## src/rtl/asic_irq_collect4.sv

```systemverilog
// 4-channel interrupt collector: sticky level/edge pending bits, enable mask, post-service hold-off.
// Latency: src -> pending 1 edge (3 edges with OH_IRQ_SYNC_EN); pending/mask -> req combinational.
// Backpressure: none; events arriving while a bit is already pending are absorbed, req is held low during hold-off.
module asic_irq_collect4 #(
  parameter     PROP    = "DEFAULT",
  parameter int HOLDOFF = 4,
  parameter int CW      = 8
) (
  input  logic       clk,
  input  logic       nreset,
  input  logic [3:0] src,
  input  logic [3:0] edge_sel,
  input  logic [3:0] mask,
  input  logic [3:0] clr,
  output logic [3:0] pending,
  output logic [3:0] req,
  output logic       hold
);

  typedef enum logic [1:0] {
    ST_ARMED    = 2'd0,
    ST_ASSERTED = 2'd1,
    ST_HOLD     = 2'd2
  } state_t;

  state_t        state, state_nxt;
  logic [CW-1:0] cnt, cnt_nxt;
  logic [3:0]    s, s_q, rise, set, mp;

  // PROP is a pass-through tag for implementation tooling; it selects no logic.
  if (PROP == "DEFAULT") begin : g_prop_default
  end

`ifdef OH_IRQ_SYNC_EN
  logic [3:0] sync1, sync2;

  always_ff @(posedge clk) begin
    if (!nreset) begin
      sync1 <= '0;
      sync2 <= '0;
    end else begin
      sync1 <= src;
      sync2 <= sync1;
    end
  end

  assign s = sync2;
`else
  assign s = src;
`endif

  // s_q resets to 0 so a source already high at reset release is seen as a rising edge.
  assign rise = s & ~s_q;
  assign set  = (edge_sel & rise) | (~edge_sel & s);
  assign mp   = pending & mask;
  assign hold = (state == ST_HOLD);
  assign req  = hold ? 4'b0000 : mp;

  always_ff @(posedge clk) begin
    if (!nreset) begin
      s_q     <= '0;
      pending <= '0;
      state   <= ST_ARMED;
      cnt     <= '0;
    end else begin
      s_q     <= s;
      pending <= set | (pending & ~clr);
      state   <= state_nxt;
      cnt     <= cnt_nxt;
    end
  end

  always_comb begin
    state_nxt = state;
    cnt_nxt   = cnt;
    case (state)
      ST_ARMED: begin
        if (|mp) state_nxt = ST_ASSERTED;
      end
      ST_ASSERTED: begin
        if (mp == 4'b0000) begin
          if (HOLDOFF > 0) begin
            state_nxt = ST_HOLD;
            cnt_nxt   = CW'(HOLDOFF - 1);
          end else begin
            state_nxt = ST_ARMED;
          end
        end
      end
      ST_HOLD: begin
        // Entered with HOLDOFF-1 so the window spans exactly HOLDOFF cycles.
        if (cnt == '0) state_nxt = ST_ARMED;
        else           cnt_nxt   = cnt - 1'b1;
      end
      default: state_nxt = ST_ARMED;
    endcase
  end

endmodule

```

## config.mk

```make
export PLATFORM = sky130hd
export DESIGN_NAME = asic_irq_collect4
export DESIGN_NICKNAME = d
export VERILOG_FILES = /design/src/rtl/asic_irq_collect4.sv
export SDC_FILE = /design/constraint.sdc
export NUM_CORES = 1
export LEC_CHECK = 0
export ABC_CLOCK_PERIOD_IN_PS = 2300
export CELL_PAD_IN_SITES_DETAIL_PLACEMENT = 1
export CELL_PAD_IN_SITES_GLOBAL_PLACEMENT = 2
export CORE_MARGIN = 2
export CORE_UTILIZATION = 25
export DETAILED_ROUTE_END_ITERATION = 12
export PLACE_DENSITY_LB_ADDON = 0.1
export SLEW_MARGIN = 5
export SYNTH_ARGS = -nofsm -noshare
export SYNTH_HDL_FRONTEND = slang
export SYNTH_SLANG_ARGS = --single-unit
```

## constraint.sdc

```tcl
create_clock -name clk -period 2.3 [get_ports clk]
set_clock_uncertainty 0.2 [all_clocks]
set_input_delay 0.345 -clock clk [delete_from_list [all_inputs] [get_ports clk]]
set_output_delay 0.345 -clock clk [all_outputs]
set_load 0.01 [all_outputs]
```

==> results of run 1 <==
## cell type report
| class | count | area [sq um] |
|---|---|---|
| Fill cell | 364 | 1930 |
| Tap cell | 44 | 55.1 |
| Inverter | 3 | 11.3 |
| Multi-Input combinational cell | 69 | 424 |
| Clock buffer | 4 | 36.3 |
| Timing Repair Buffer | 26 | 260 |
| Sequential cell | 18 | 360 |
## logic make-up after synthesis
family | after synthesis | synth area share (%)
compound gates | 21 | 17.0
xor+xnor | 2 | 2.16
fa+ha+maj | 2 | 3.09
buf+inv | 6 | 3.09
flops | 18 | 44.5
simple gates | 44 | 30.1
## routing by layer
| metal | routed length, um | up-vias | share of wire (%) | global-route usage, % |
|---|---|---|---|---|
| met1 | 873 | 352 | 45 | 14.7 |
| met3 | 93 | 2 | 4.8 | 4.48 |
| met5 | 0 | - | 0 | 0 |
| li1 | - | 373 | - | - |
| met4 | 15 | 0 | 0.77 | 2.80 |
| met2 | 966 | 14 | 50 | 20.4 |
## worst reg2reg max path: stages, from the launching register on
cell and delay, ps:
dfxtp_1 390, or4_1 670, o21ai_4 320, nand2_1 120
o221a_1 230
## power breakdown
group | internal, mW | switching (mW)
sequential | 0.329 | 0.0132
combinational | 0.0732 | 0.0588
clock | 0.0966 | 0.101
total | 0.499 | 0.173
## sequential cells by signal, summed over array words and instances, names as in the netlist
| name | count |
|---|---|
| s_q | 4 |
| state | 2 |
| pending | 4 |
| cnt | 8 |
## cells in the final DEF (no fill, tap or decap), types with 3 or more instances in the layout
| cell | synthesis | layout |
|---|---|---|
| o21ai_0 | 4 | 4 |
| clkdlybuf4s50_1 | 0 | 26 |
| clkbuf_4 | 0 | 3 |
| a21oi_1 | 9 | 9 |
| and2_1 | 4 | 4 |
| inv_1 | 3 | 3 |
| dfxtp_1 | 18 | 18 |
| nor2b_1 | 8 | 8 |
| nor2_1 | 8 | 8 |
| nand2_1 | 11 | 11 |
## worst min path at each step
| stage | startpoint | end | slack (ps) |
|---|---|---|---|
| after floorplan | cnt[7]$_SDFFE_PN0P_ | cnt[7]$_SDFFE_PN0P_ | 250 |
| after global placement | cnt[7]$_SDFFE_PN0P_ | cnt[7]$_SDFFE_PN0P_ | 280 |
| after detailed placement | cnt[7]$_SDFFE_PN0P_ | cnt[7]$_SDFFE_PN0P_ | 290 |
| after CTS | cnt[7]$_SDFFE_PN0P_ | cnt[7]$_SDFFE_PN0P_ | 300 |
| after global routing | cnt[5]$_SDFFE_PN0P_ | cnt[5]$_SDFFE_PN0P_ | 360 |
| final | cnt[7]$_SDFFE_PN0P_ | cnt[7]$_SDFFE_PN0P_ | 300 |
## stage by stage
| stage | cells | hold slack, ps | instance area, sq um | worst slack [ps] | power (mW) |
|---|---|---|---|---|---|
| final | 164 | 298 | 1150 | 141 | 0.672 |
| after global routing | 164 | 355 | 1150 | 43.3 | 0.716 |
| after CTS | 164 | 305 | 1150 | 113 | 0.683 |
| after detailed placement | 160 | 285 | 1110 | 212 | 0.483 |
| after global placement | 160 | 280 | 1110 | 227 | 0.481 |
| after floorplan | 93 | 253 | 810 | 466 | 0.417 |
==> out/qor.csv, run 1 <==
stage,metric,value,unit
status,run status,completed,
yosys,Syn Nets,113,
placed_design,HPWL after detailed placement,1520,um
global_routing,remaining global-route overflow,0,
setup_path,CP max stage cell,clkdlybuf4s50_1,
detailed_routing,DRC errors left,0,
yosys,synth warn,0,
sta,Max Fclk,463,MHz
cells_and_area,Final Util,37.3,%
detailed_routing,WL final,1950,um
clock_network,post-cts resize count,0,
clock_network,"CTS clk-pin slew, worst paths",110,ps
yosys,top-area cell type share of the netlist area,44.5,%
detailed_routing,routed len/inst,11.9,um
global_routing,first-pass GRT wire length,3280,um
clock_network,clock sinks,18,
floorplanning,DIE HEIGHT,60.9,um
cells_and_area,Final nets,141,
floorplanning,Die ar.,3710,sq um
yosys,"Distinct cells, synth",30,
setup_path,total stage count of the critical path,3,
floorplanning,core area,3080,sq um
flow_run,max_cap viols,0,
placed_design,Buffers on Ports,26,
clock_network,CTS max path bufs,2,
sta,Final Cycle Share,93.9,%
sta,fin crit period,2160,ps
yosys,"Seq/Total Area, Yosys",44.5,%
global_routing,vias in the first global route,723,
clock_network,CTS tree,built,
detailed_routing,initial DRC count,15,
setup_path,worst setup path end,req[0],
sta,Final Hold Viols,0,
global_routing,pin count of the biggest net entering global routing,14,
detailed_routing,drt pass-1 iters,2,
cells_and_area,share of cells above drive strength 1,8.33,%
detailed_routing,vias,741,
cells_and_area,Antenna Cells,0,
clock_network,total setup buffers inserted after CTS,0,
detailed_routing,Post-DRT Antenna Nets,0,
clock_network,hold_buf cts,0,
setup_path,crit-path max FO,7,
pwr,Pwr per Cell Area,586,nW/um^2
setup_path,worst reg2reg setup slack,250,ps
sta,Setup-failing EPs final,0,
setup_path,Worst Path Required,1750,ps
clock_network,clk_lat worst skew,300,ps
pwr,Lkg Pwr,0.432,nW
placed_design,GP Congestion,0.729,
yosys,Yosys reg bits,18,
sta,Max-Slew Margin vs Limit,74.1,%
yosys,Synth area leaders,"dfxtp_1 45%, nor2b_1 6.2%, a21oi_1 5.6%, nand2_1 5.1%, nor2_1 3.7%",
setup_path,cell family with most CP delay,buffers and inverters,
detailed_routing,DR vias/cell,4.52,
pwr,Worst VDD drop,369,uV
setup_path,CP startpoint kind,flip-flop,
yosys,"EDFF count, synth",0,
yosys,fraction of registers with async set/reset,0,%
sta,RSZ-0062 raised after global routing,false,
yosys,Post-Syn Area per Cell,8.70,sq um
setup_path,CP peak stage delay,550,ps
sta,Max Slew Vio Count,0,
setup_path,Worst Setup End Kind,output port,
setup_path,Crit Reg-Reg Endpoint,cnt[1]$_SDFFE_PN0P_,
setup_path,R2R cell count,4,
cells_and_area,Area Growth Syn to Fin,41.7,%
clock_network,CTS HTree Levels,1,
setup_path,CP startpoint,state[0]$_SDFFE_PN0P_,
floorplanning,Die X,60.9,um
yosys,Yosys top cell by area,dfxtp_1,
floorplanning,Row Count,20,
floorplanning,Initial Util,26.3,%
clock_network,Num CTS Buffers,3,
setup_path,kind of critical path,reg -> out,
clock_network,root buf cell,clkbuf_4,
floorplanning,I/O pin cnt,27,
yosys,mapped cell area,810,sq um
yosys,top_reg_cell synth,dfxtp_1,
sta,worst-margin pin slew,387,ps
setup_path,Buf/Inv on CP,1,
yosys,top-count cell post-synth,dfxtp_1,
hold_path,Worst Hold Class,reg -> reg,
setup_path,arrival time at the worst endpoint,1610,ps
yosys,synthesized instance count,93,
global_routing,all-layer global routing usage,12.1,%
sta,setup TNS,0,ps
yosys,most common library cells after synthesis,"18 x dfxtp_1, 11 x nand2_1, 9 x a21oi_1",
setup_path,reg-to-reg startpoint,cnt[2]$_SDFFE_PN0P_,
global_routing,initial antenna violation count,0,
setup_path,crit-path cells,"and2b_2, nor2_1, clkdlybuf4s50_1",
hold_path,Hold Path Depth,2,
(Power assumes the default switching activity.)
==> inputs of run 2 (changes only) <==
--- a/config.mk
+++ b/config.mk
@@ -5,11 +5,11 @@
 export SDC_FILE = /design/constraint.sdc
 export NUM_CORES = 1
 export LEC_CHECK = 0
-export ABC_CLOCK_PERIOD_IN_PS = 2300
+export ABC_CLOCK_PERIOD_IN_PS = 2650
 export CELL_PAD_IN_SITES_DETAIL_PLACEMENT = 1
 export CELL_PAD_IN_SITES_GLOBAL_PLACEMENT = 2
 export CORE_MARGIN = 2
-export CORE_UTILIZATION = 25
+export CORE_UTILIZATION = 27
 export DETAILED_ROUTE_END_ITERATION = 12
 export PLACE_DENSITY_LB_ADDON = 0.1
 export SLEW_MARGIN = 5
==> constraint.sdc (replaced) <==
create_clock -name clk -period 2.65 [get_ports clk]
set_clock_uncertainty 0.2 [all_clocks]
set_input_delay 0.3975 -clock clk [delete_from_list [all_inputs] [get_ports clk]]
set_output_delay 0.3975 -clock clk [all_outputs]
set_load 0.01 [all_outputs]
==> run 2 against run 1 <==
Register-to-register slack better by 400 ps. First-iteration DRC count increased by 6.7%. Non-clock buffer count did not move. Routed wire length fell by 5.9%. Sequential cell count unchanged. Cell count is 8.5% lower. Total power shrank 19%. Die area shrank 6.9%. Sequential power is 13% lower. Critical endpoint is now req[3]. Largest cell class unchanged. Highest routed layer unchanged.
==> out/qor.csv, run 2 (synthesized netlist as in run 1, its figures left out) <==
stage,metric,value,unit,change
status,run status,completed,,
clock_network,clk_lat worst skew,280,ps,-20 ps
setup_path,R2R cell count,6,,+2
cells_and_area,Antenna Cells,0,,unchanged
sta,Max-Slew Margin vs Limit,73.3,%,-0.81 points
hold_path,HP Start,cnt[7]$_SDFFE_PN0P_,,
sta,Final Hold Viols,0,,unchanged
clock_network,CTS HTree Levels,1,,unchanged
detailed_routing,initial DRC count,16,,+1
cells_and_area,Area Growth Syn to Fin,38.0,%,
floorplanning,Initial Util,28.9,%,+2.6 points
placed_design,Inst Count DP,147,,-8.1%
global_routing,initial antenna violation count,0,,unchanged
cells_and_area,largest register by flop count,cnt,,
cells_and_area,share of cells above drive strength 1,7.56,%,-0.77 points
clock_network,root buf cell,clkbuf_4,,
detailed_routing,DRC errors left,0,,unchanged
clock_network,CTS tree,built,,
placed_design,GP Congestion,0.714,,-2.1%
clock_network,Num CTS Buffers,3,,unchanged
cells_and_area,"commonest non-fill, non-tap cells in the layout","26 x clkdlybuf4s50_1, 18 x dfxtp_1, 11 x nand2_1, 9 x a21oi_1",,
cells_and_area,multi-input logic area,424,sq um,unchanged
clock_network,post-cts resize count,0,,unchanged
detailed_routing,DR vias/cell,4.92,,+8.9%
placed_design,Buffers on Ports,26,,unchanged
pwr,Worst VDD drop,176,uV,-52%
cells_and_area,Seq. cell area,360,sq um,unchanged
sta,final hold slack,302,ps,+3.58 ps
detailed_routing,routed len/inst,12.2,um,+2.9%
placed_design,dpl cell area,1090,sq um,-1.5%
floorplanning,I/O pin cnt,27,,unchanged
setup_path,Worst Setup End Kind,output port,,
setup_path,crit-path max FO,7,,unchanged
placed_design,HPWL after detailed placement,1470,um,-3.1%
setup_path,CP startpoint kind,flip-flop,,
sta,RSZ-0062 raised after global routing,false,,
clock_network,CTS max path bufs,2,,unchanged
clock_network,total setup buffers inserted after CTS,0,,unchanged
sta,Max Fclk,454,MHz,
cells_and_area,number of flip-flops under the largest register name,8,,unchanged
setup_path,CP startpoint,state[0]$_SDFFE_PN0P_,,
global_routing,first-pass GRT wire length,3220,um,-1.7%
sta,slack of the critical path,449,ps,+309 ps
floorplanning,Row Count,19,,-5.0%
sta,setup TNS,0,ps,unchanged
global_routing,all-layer global routing usage,12.1,%,+0.014 points
hold_path,Worst Hold Class,reg -> reg,,
detailed_routing,WL final,1830,um,-5.9%
sta,worst-margin pin slew,399,ps,+12.0 ps
clock_network,"CTS clk-pin slew, worst paths",100,ps,about the same
pwr,Lkg Pwr,0.424,nW,-1.7%
sta,Setup-failing EPs final,0,,unchanged
flow_run,max_cap viols,0,,unchanged
setup_path,Worst Path Required,2050,ps,+300 ps
detailed_routing,drt pass-1 iters,2,,unchanged
global_routing,pin count of the biggest net entering global routing,14,,unchanged
detailed_routing,vias,738,,-0.40%
cells_and_area,Final Util,39.8,%,+2.6 points
setup_path,kind of critical path,reg -> out,,
clock_network,hold_buf cts,0,,unchanged
cells_and_area,Regs by FF count,"cnt x8, pending x4, s_q x4",,
sta,fin crit period,2200,ps,
setup_path,arrival time at the worst endpoint,1600,ps,about the same
clock_network,clock sinks,18,,unchanged
floorplanning,Die ar.,3450,sq um,-6.9%
placed_design,Place WS,476,ps,+263 ps
sta,Final Cycle Share,83.0,%,
floorplanning,core area,2810,sq um,-8.9%
global_routing,remaining global-route overflow,0,,unchanged
pwr,total power,0.541,mW,-19%
cells_and_area,post-route insts no fill,150,,-8.5%
cells_and_area,FILL cells,341,,-6.3%
detailed_routing,Post-DRT Antenna Nets,0,,unchanged
setup_path,reg-to-reg startpoint,cnt[0]$_SDFFE_PN0P_,,
cells_and_area,"commonest non-fill, non-tap cell in the layout",clkdlybuf4s50_1,,
global_routing,vias in the first global route,756,,+4.6%
cells_and_area,fin area,1120,sq um,-2.6%
pwr,Pwr per Cell Area,485,nW/um^2,-17%
setup_path,worst reg2reg setup slack,650,ps,+400 ps
setup_path,Crit Reg-Reg Endpoint,cnt[1]$_SDFFE_PN0P_,,
setup_path,worst setup path end,req[3],,
floorplanning,Die X,58.8,um,-3.5%
floorplanning,DIE HEIGHT,58.8,um,-3.5%
cells_and_area,Final nets,141,,unchanged
sta,Max Slew Vio Count,0,,unchanged
run 2: cell types whose count changed in the layout (fill, tap and decap cells not counted), sizes merged:
cell,previous run,this run
clkbuf,4,3
run 2: worst min path at each step:
stage                           to  cells past startpoint  slack [ps]
2_1_floorplan  cnt[7]$_SDFFE_PN0P_                      2         250
3_3_place_gp   cnt[7]$_SDFFE_PN0P_                      2         280
3_5_place_dp   cnt[7]$_SDFFE_PN0P_                      2         290
4_1_cts        cnt[7]$_SDFFE_PN0P_                      2         300
5_1_grt        cnt[7]$_SDFFE_PN0P_                      2         320
6_report       cnt[7]$_SDFFE_PN0P_                      2         300
run 2: layer usage:
layer	wire length, um	vias to the layer above	track usage [%]
li1	-	375	-
met1	873	345	14.5
met2	851	16	20.5
met3	94	2	3.30
met4	13	0	4.87
met5	0	-	0
run 2: power by group:
group / total [mW] / switching [mW] / internal, mW
Combinational: 0.113 / 0.0493 / 0.0634
Clock: 0.131 / 0.0785 / 0.0527
Sequential: 0.297 / 0.0118 / 0.286
run 2: cell type report:
class                      instances  area share [%]
multi-input combinational         69            38.0
sequential                        18            32.3
timing repair buffer              26            23.3
tap                               31            3.47
clock buffer                       3            2.02
inverter                           3            1.01
run 2: critical path, stage by stage, from the launching register on:
cell and delay (ps):
dfxtp_1 360, and2b_2 290, nor2_1 120, clkdlybuf4s50_1 550
